===== src/rtl/text_fetch_sequencer.sv =====
// Per-scanline text-mode fetch controller: text RAM -> font ROM -> pixel stream.
// A next-cell buffer is filled during pixels 4..6 of the current cell so cells stream back to back.
module text_fetch_sequencer #(
   parameter int COLS   = 80,
   parameter int ADDR_W = 12
) (
   input  logic              clk,
   input  logic              rst_n,
   input  logic              line_start,
   input  logic [4:0]        char_row,
   input  logic [3:0]        font_row,
   output logic              text_rd,
   output logic [ADDR_W-1:0] text_addr,
   input  logic [15:0]       text_data,
   output logic              font_rd,
   output logic [11:0]       font_addr,
   input  logic [7:0]        font_data,
   output logic              pix_valid,
   output logic [7:0]        font_line_data,
   output logic [7:0]        bg_fg_index,
   output logic [2:0]        char_pix_x,
   output logic              busy
);

   typedef enum logic [1:0] {IDLE, PREFETCH, RUN} state_t;

   state_t            r_state;
   state_t            w_state_next;
   logic [1:0]        r_pf_cnt;
   logic [ADDR_W-1:0] r_base;
   logic [3:0]        r_font_row;
   logic [7:0]        r_col;
   logic [7:0]        r_attr_pipe;
   logic [7:0]        r_next_glyph;
   logic [7:0]        r_next_attr;

   logic [31:0]       w_base_full;
   logic [ADDR_W-1:0] w_base;
   logic              w_last_col;
   logic              w_more_cols;

   assign w_base_full = 32'(char_row) * COLS;
   assign w_base      = w_base_full[ADDR_W-1:0];
   assign w_last_col  = (r_col == 8'(COLS - 1));
   assign w_more_cols = ((r_col + 8'd1) < 8'(COLS));

   always_comb begin
      w_state_next = r_state;
      case (r_state)
         IDLE:     if (line_start) w_state_next = PREFETCH;
         PREFETCH: if (r_pf_cnt == 2'd2) w_state_next = RUN;
         RUN:      if (char_pix_x == 3'd7 && w_last_col) w_state_next = IDLE;
         default:  w_state_next = IDLE;
      endcase
   end

   always_ff @(posedge clk) begin
      if (!rst_n) begin
         r_state        <= IDLE;
         r_pf_cnt       <= 2'd0;
         r_base         <= '0;
         r_font_row     <= 4'd0;
         r_col          <= 8'd0;
         r_attr_pipe    <= 8'd0;
         r_next_glyph   <= 8'd0;
         r_next_attr    <= 8'd0;
         text_rd        <= 1'b0;
         text_addr      <= '0;
         font_rd        <= 1'b0;
         font_addr      <= 12'd0;
         pix_valid      <= 1'b0;
         font_line_data <= 8'd0;
         bg_fg_index    <= 8'd0;
         char_pix_x     <= 3'd0;
         busy           <= 1'b0;
      end else begin
         r_state   <= w_state_next;
         busy      <= (w_state_next != IDLE);
         pix_valid <= (w_state_next == RUN);
         text_rd   <= 1'b0;
         font_rd   <= 1'b0;

         if (r_state == IDLE && line_start) begin
            r_font_row <= font_row;
            r_base     <= w_base;
            r_col      <= 8'd0;
            r_pf_cnt   <= 2'd0;
            text_rd    <= 1'b1;
            text_addr  <= w_base;
         end
         if (r_state == PREFETCH) r_pf_cnt <= r_pf_cnt + 2'd1;

         // Registered strobe shows at char_pix_x==4, so decide one pixel early.
         if (r_state == RUN && char_pix_x == 3'd3 && w_more_cols) begin
            text_rd   <= 1'b1;
            text_addr <= r_base + ADDR_W'(r_col) + ADDR_W'(1);
         end

         // Text word -> font request; attribute rides one stage alongside it.
         if (text_rd) begin
            font_rd     <= 1'b1;
            font_addr   <= {text_data[7:0], r_font_row};
            r_attr_pipe <= text_data[15:8];
         end
         if (font_rd) begin
            r_next_glyph <= font_data;
            r_next_attr  <= r_attr_pipe;
         end

         if (w_state_next == RUN && (r_state == PREFETCH || char_pix_x == 3'd7)) begin
            font_line_data <= r_next_glyph;
            bg_fg_index    <= r_next_attr;
            char_pix_x     <= 3'd0;
            if (r_state == RUN) r_col <= r_col + 8'd1;
         end else if (w_state_next == RUN) begin
            char_pix_x <= char_pix_x + 3'd1;
         end else begin
            font_line_data <= 8'd0;
            bg_fg_index    <= 8'd0;
            char_pix_x     <= 3'd0;
         end
      end
   end

endmodule


===== config.mk =====
export PLATFORM = sky130hd
export DESIGN_NAME = text_fetch_sequencer
export DESIGN_NICKNAME = d
export VERILOG_FILES = /design/src/rtl/text_fetch_sequencer.sv
export SDC_FILE = /design/constraint.sdc
export NUM_CORES = 1
export LEC_CHECK = 0
export CAP_MARGIN = 20
export CORE_MARGIN = 8
export CORE_UTILIZATION = 54
export CTS_BUF_LIST = sky130_fd_sc_hd__clkbuf_2 sky130_fd_sc_hd__clkbuf_4 sky130_fd_sc_hd__clkbuf_8
export CTS_CLUSTER_SIZE = 8
export DETAILED_ROUTE_END_ITERATION = 7
export PLACE_DENSITY = 0.8
export SYNTH_ARGS = -nofsm -noshare
export SYNTH_HDL_FRONTEND = slang
export SYNTH_SLANG_ARGS = --single-unit

===== constraint.sdc =====
create_clock -name clk -period 2.3 [get_ports clk]
set_input_delay 0.46 -clock clk [delete_from_list [all_inputs] [get_ports clk]]
set_output_delay 0.46 -clock clk [all_outputs]
set_load 0.01 [all_outputs]

==> results of run 1 <==
## synthesized netlist by cell type, types with 2 or more instances
library cell   n
o211a_1        3
xor2_1         3
buf_1          3
a21boi_0       2
and4_1         2
a211o_1        2
o21a_1         3
inv_2          2
nand2b_1       2
o21ai_0        7
ha_1          15
a211oi_1       3
o211ai_1       8
buf_6          9
nand3_1        9
nor2_1        46
xnor2_1        4
a311oi_1       6
dfxtp_1       95
clkbuf_1      15
nand3b_1       3
a21o_1         6
o311a_1        3
nand2_1       68
inv_1          9
mux2i_1       38
and2_1         3
and3_1         7
a21oi_2        9
a31oi_1        4
nand4_1        4
nor3_1        13
buf_4          2
a21oi_1       34
nor3b_1        4
## metal layers
metal  part of all wire [%]  vias to the layer above
li1                       -                     1805
met1                     42                     1741
met2                     48                      152
met3                    7.6                       25
met4                    2.5                        0
met5                      0                        -
## logic make-up after synthesis
family / Yosys count / share of synthesized area (%)
and+or+nand+nor: 168 / 17.8
AOI/OAI and AO/OA: 99 / 16.3
DFF: 95 / 44.3
buffers and inverters: 42 / 5.83
muxes: 40 / 9.48
adders and majority gates: 16 / 4.84
xor gates and xnor gates: 7 / 1.43
## power breakdown
group | switching, mW | total, mW | internal (mW)
Clock | 0.597 | 1.04 | 0.443
Sequential | 0.0375 | 1.74 | 1.70
Combinational | 0.202 | 0.412 | 0.210
## tightest hold or removal path, cell delays in order, from the launching register on
cell,delay (ns)
dfxtp_1,0.32
nand2_1,0.05
a21oi_1,0.05
## stage by stage
step / setup TNS (ns) / setup WS, ns / hold slack [ns] / area, um^2 / instances
after floorplan: 0 / 0.371 / 0.434 / 4290 / 467
after global placement: -0.289 / -0.133 / 0.441 / 5250 / 643
after detailed placement: -0.722 / -0.200 / 0.446 / 5250 / 643
after CTS: 0 / 0.129 / 0.459 / 5440 / 659
after global routing: -0.000430 / -0.000430 / 0.479 / 5440 / 659
final: 0 / 0.111 / 0.460 / 5440 / 659
## registers in the layout (all words and copies together), names as in the netlist, 4 cells and up
register        cells
font_addr          12
text_addr          12
bg_fg_index         8
font_line_data      8
r_attr_pipe         8
r_base              8
r_col               8
r_next_attr         8
r_next_glyph        8
r_font_row          4
## worst max path at each step
stage / start / endpoint / slack, ns
after floorplan: char_row[1] / text_addr[9] / 0.37
after global placement: char_row[1] / text_addr[9] / -0.13
after detailed placement: char_row[1] / text_addr[9] / -0.20
after CTS: char_row[1] / text_addr[11] / 0.13
after global routing: r_col[0] / text_addr[5] / -0.0004
final: char_row[1] / text_addr[11] / 0.11
## layout make-up
| cell class | instances | area [um^2] | share of cell area, % |
|---|---|---|---|
| Clock buffer | 11 | 145 | 2.67 |
| Clock inverter | 5 | 40.0 | 0.736 |
| Inverter | 11 | 41.3 | 0.759 |
| Multi-Input combinational cell | 330 | 2140 | 39.4 |
| Sequential cell | 95 | 1900 | 35.0 |
| Tap cell | 102 | 128 | 2.35 |
| Timing Repair Buffer | 105 | 1040 | 19.2 |
==> flow_summary.yaml, run 1 <==
run_status:
  status: "finished, final reports clean"
setup_path:
  r2r_start: "r_col[0]"
  rr_endpoint: "text_addr[4]"
  timing.critical_path.max_delay_family: "adder cells"
  r2r.worst_path.cells: 7
  critPathKind: "in -> reg"
  arrival_ns: 2.43
  cp.buffers_inverters: 1
  reg2reg_slack_ns: 0.20
  worst-path-stages: 9
  timing.critical_path.slowest_stage_cell: "clkdlybuf4s50_1"
  setup.worst_path.end_class: "register"
  startpoint_type: "input pin"
  crit_path_frequent_cell: "ha_1"
  max_stage_delay_ns: 0.47
  cp_data_required_time_ns: 2.54
  timing.critical_path.cells: "clkdlybuf4s50_1 > ha_1 > ha_1 > fa_1 > a21o_1 > nand3_1 > nand2_1 > a21oi_1 > a311oi_1"
  critical_path_peak_fanout: 2
synthesis:
  yosysUniqueCellTypes: 56
  synth_seq_cells: 95
  ys.warnings.count: 0
  yosysTopAreaCell: "dfxtp_1"
  synth-seq-area-share_pct: 44.3
  syn-mean-instance-area_um2: 9.19
  yosys-top-cells-area: "dfxtp_1 44%, mux2i_1 8.9%, nand2_1 5.9%"
  asyncSetResetFlopFracSynth_pct: 0
  ys.flop_type: "dfxtp_1"
  netlist_instances: 467
  mappedNetlistArea_mm2: 0.00429
  syn-num-nets: 519
  area_share_of_the_leading_cell_type_in_the_synthesized_netlist_pct: 44.3
  synth-edff-count: 0
power:
  static-leakage-power_nw: 2.01
  vdd_ir_drop_max_v: 0.000406
  power.density_mw_per_mm2: 586
  total_power_mw: 3.19
grt:
  pin_count_of_the_biggest_net_entering_global_routing: 22
  globalRoute.busiestLayer: "met2"
  global_route.usage.met2_pct: 31.5
  grt_pass1_wl_mm: 18.1
  globalRouteOverflowTotal: 0
  grt_util_met3_pct: 5.59
  met1_usage_pct: 23.6
  number_of_antenna_violations_at_the_first_check_in_global_routing: 0
  grtUsageTotal_pct: 19.6
  number_of_global_route_vias_before_repair: 3782
clocking:
  post_cts_clock_slew_at_the_launch_and_capture_registers_of_the_worst_setup_and_hold_paths_ns: 0.09
  clock_latency_on_the_worst_skew_pair_ns: 0.36
  htreeDepth: 3
  post_cts_resize_count: 0
  cts.root.buffer_cell: "clkbuf_8"
  postCtsHoldBufs: 0
  cts_tree: "built"
  clk_path_buf_depth: 2
  cts_buffers: 9
  cts_sinks: 95
  post_cts_buffers: 0
route:
  route.detailed.wl_per_inst_um: 16.4
  drt_first_iter_violations: 204
  via_per_inst: 5.65
  routed_wirelength_mm: 10.8
  drt_pass1_iterations: 4
  routed-via-count: 3723
  postRouteAntennaNets: 0
  drc: 0
sta:
  post-route-min-period_ns: 2.19
  layout_worst_path_cycle_share_pct: 95.2
  worst_pin_slew_ns: 0.366
  report.final.hold_viol_count: 0
  fin_skew_ns: 0.0105
  max-slew-margin-rel_pct: 75.0
  setup_violations: 0
  final-max-slew-violation-count: 0
  fmax_ghz: 0.457
place:
  routabilityCongestion: 0.868
  number_of_i_o_port_buffers: 82
  dpl.hpwl_mm: 7.76
finish:
  fillCellCount: 589
  area.growth.synth_to_final_pct: 26.8
  final_nets: 604
  commonest_non_fill_non_tap_cell_in_the_layout: "dfxtp_1"
  final_core_util_pct: 70.4
  drive_gt1_share_pct: 11.3
  final_cell_mix: "95 x dfxtp_1, 82 x clkdlybuf4s50_1, 68 x nand2_1"
  diodes: 0
floorplan:
  horizontal_die_dimension_um: 105
  row_count: 32
  area_inside_the_core_boundary_mm2: 0.00773
  die_height_um: 105
  floorplan.initialDensity_pct: 55.5
  pin_count: 83
  die_area_mm2: 0.0111
min_path:
  sink_of_the_worst_hold_path: "font_line_data[7]"
  timing.hold.worst.start: "r_next_glyph[7]"
  hold_depth: 2
  timing.hold.worst.class: "reg -> reg"
job:
  maxCapViolCount: 0
Power figures use the tool's default switching activity.
==> inputs of run 2 (changes only) <==
CTS_CLUSTER_SIZE = unset   (was 8)
==> results of run 2 <==
Same layout as run 1: the final DEF is identical, and so are final timing and power.
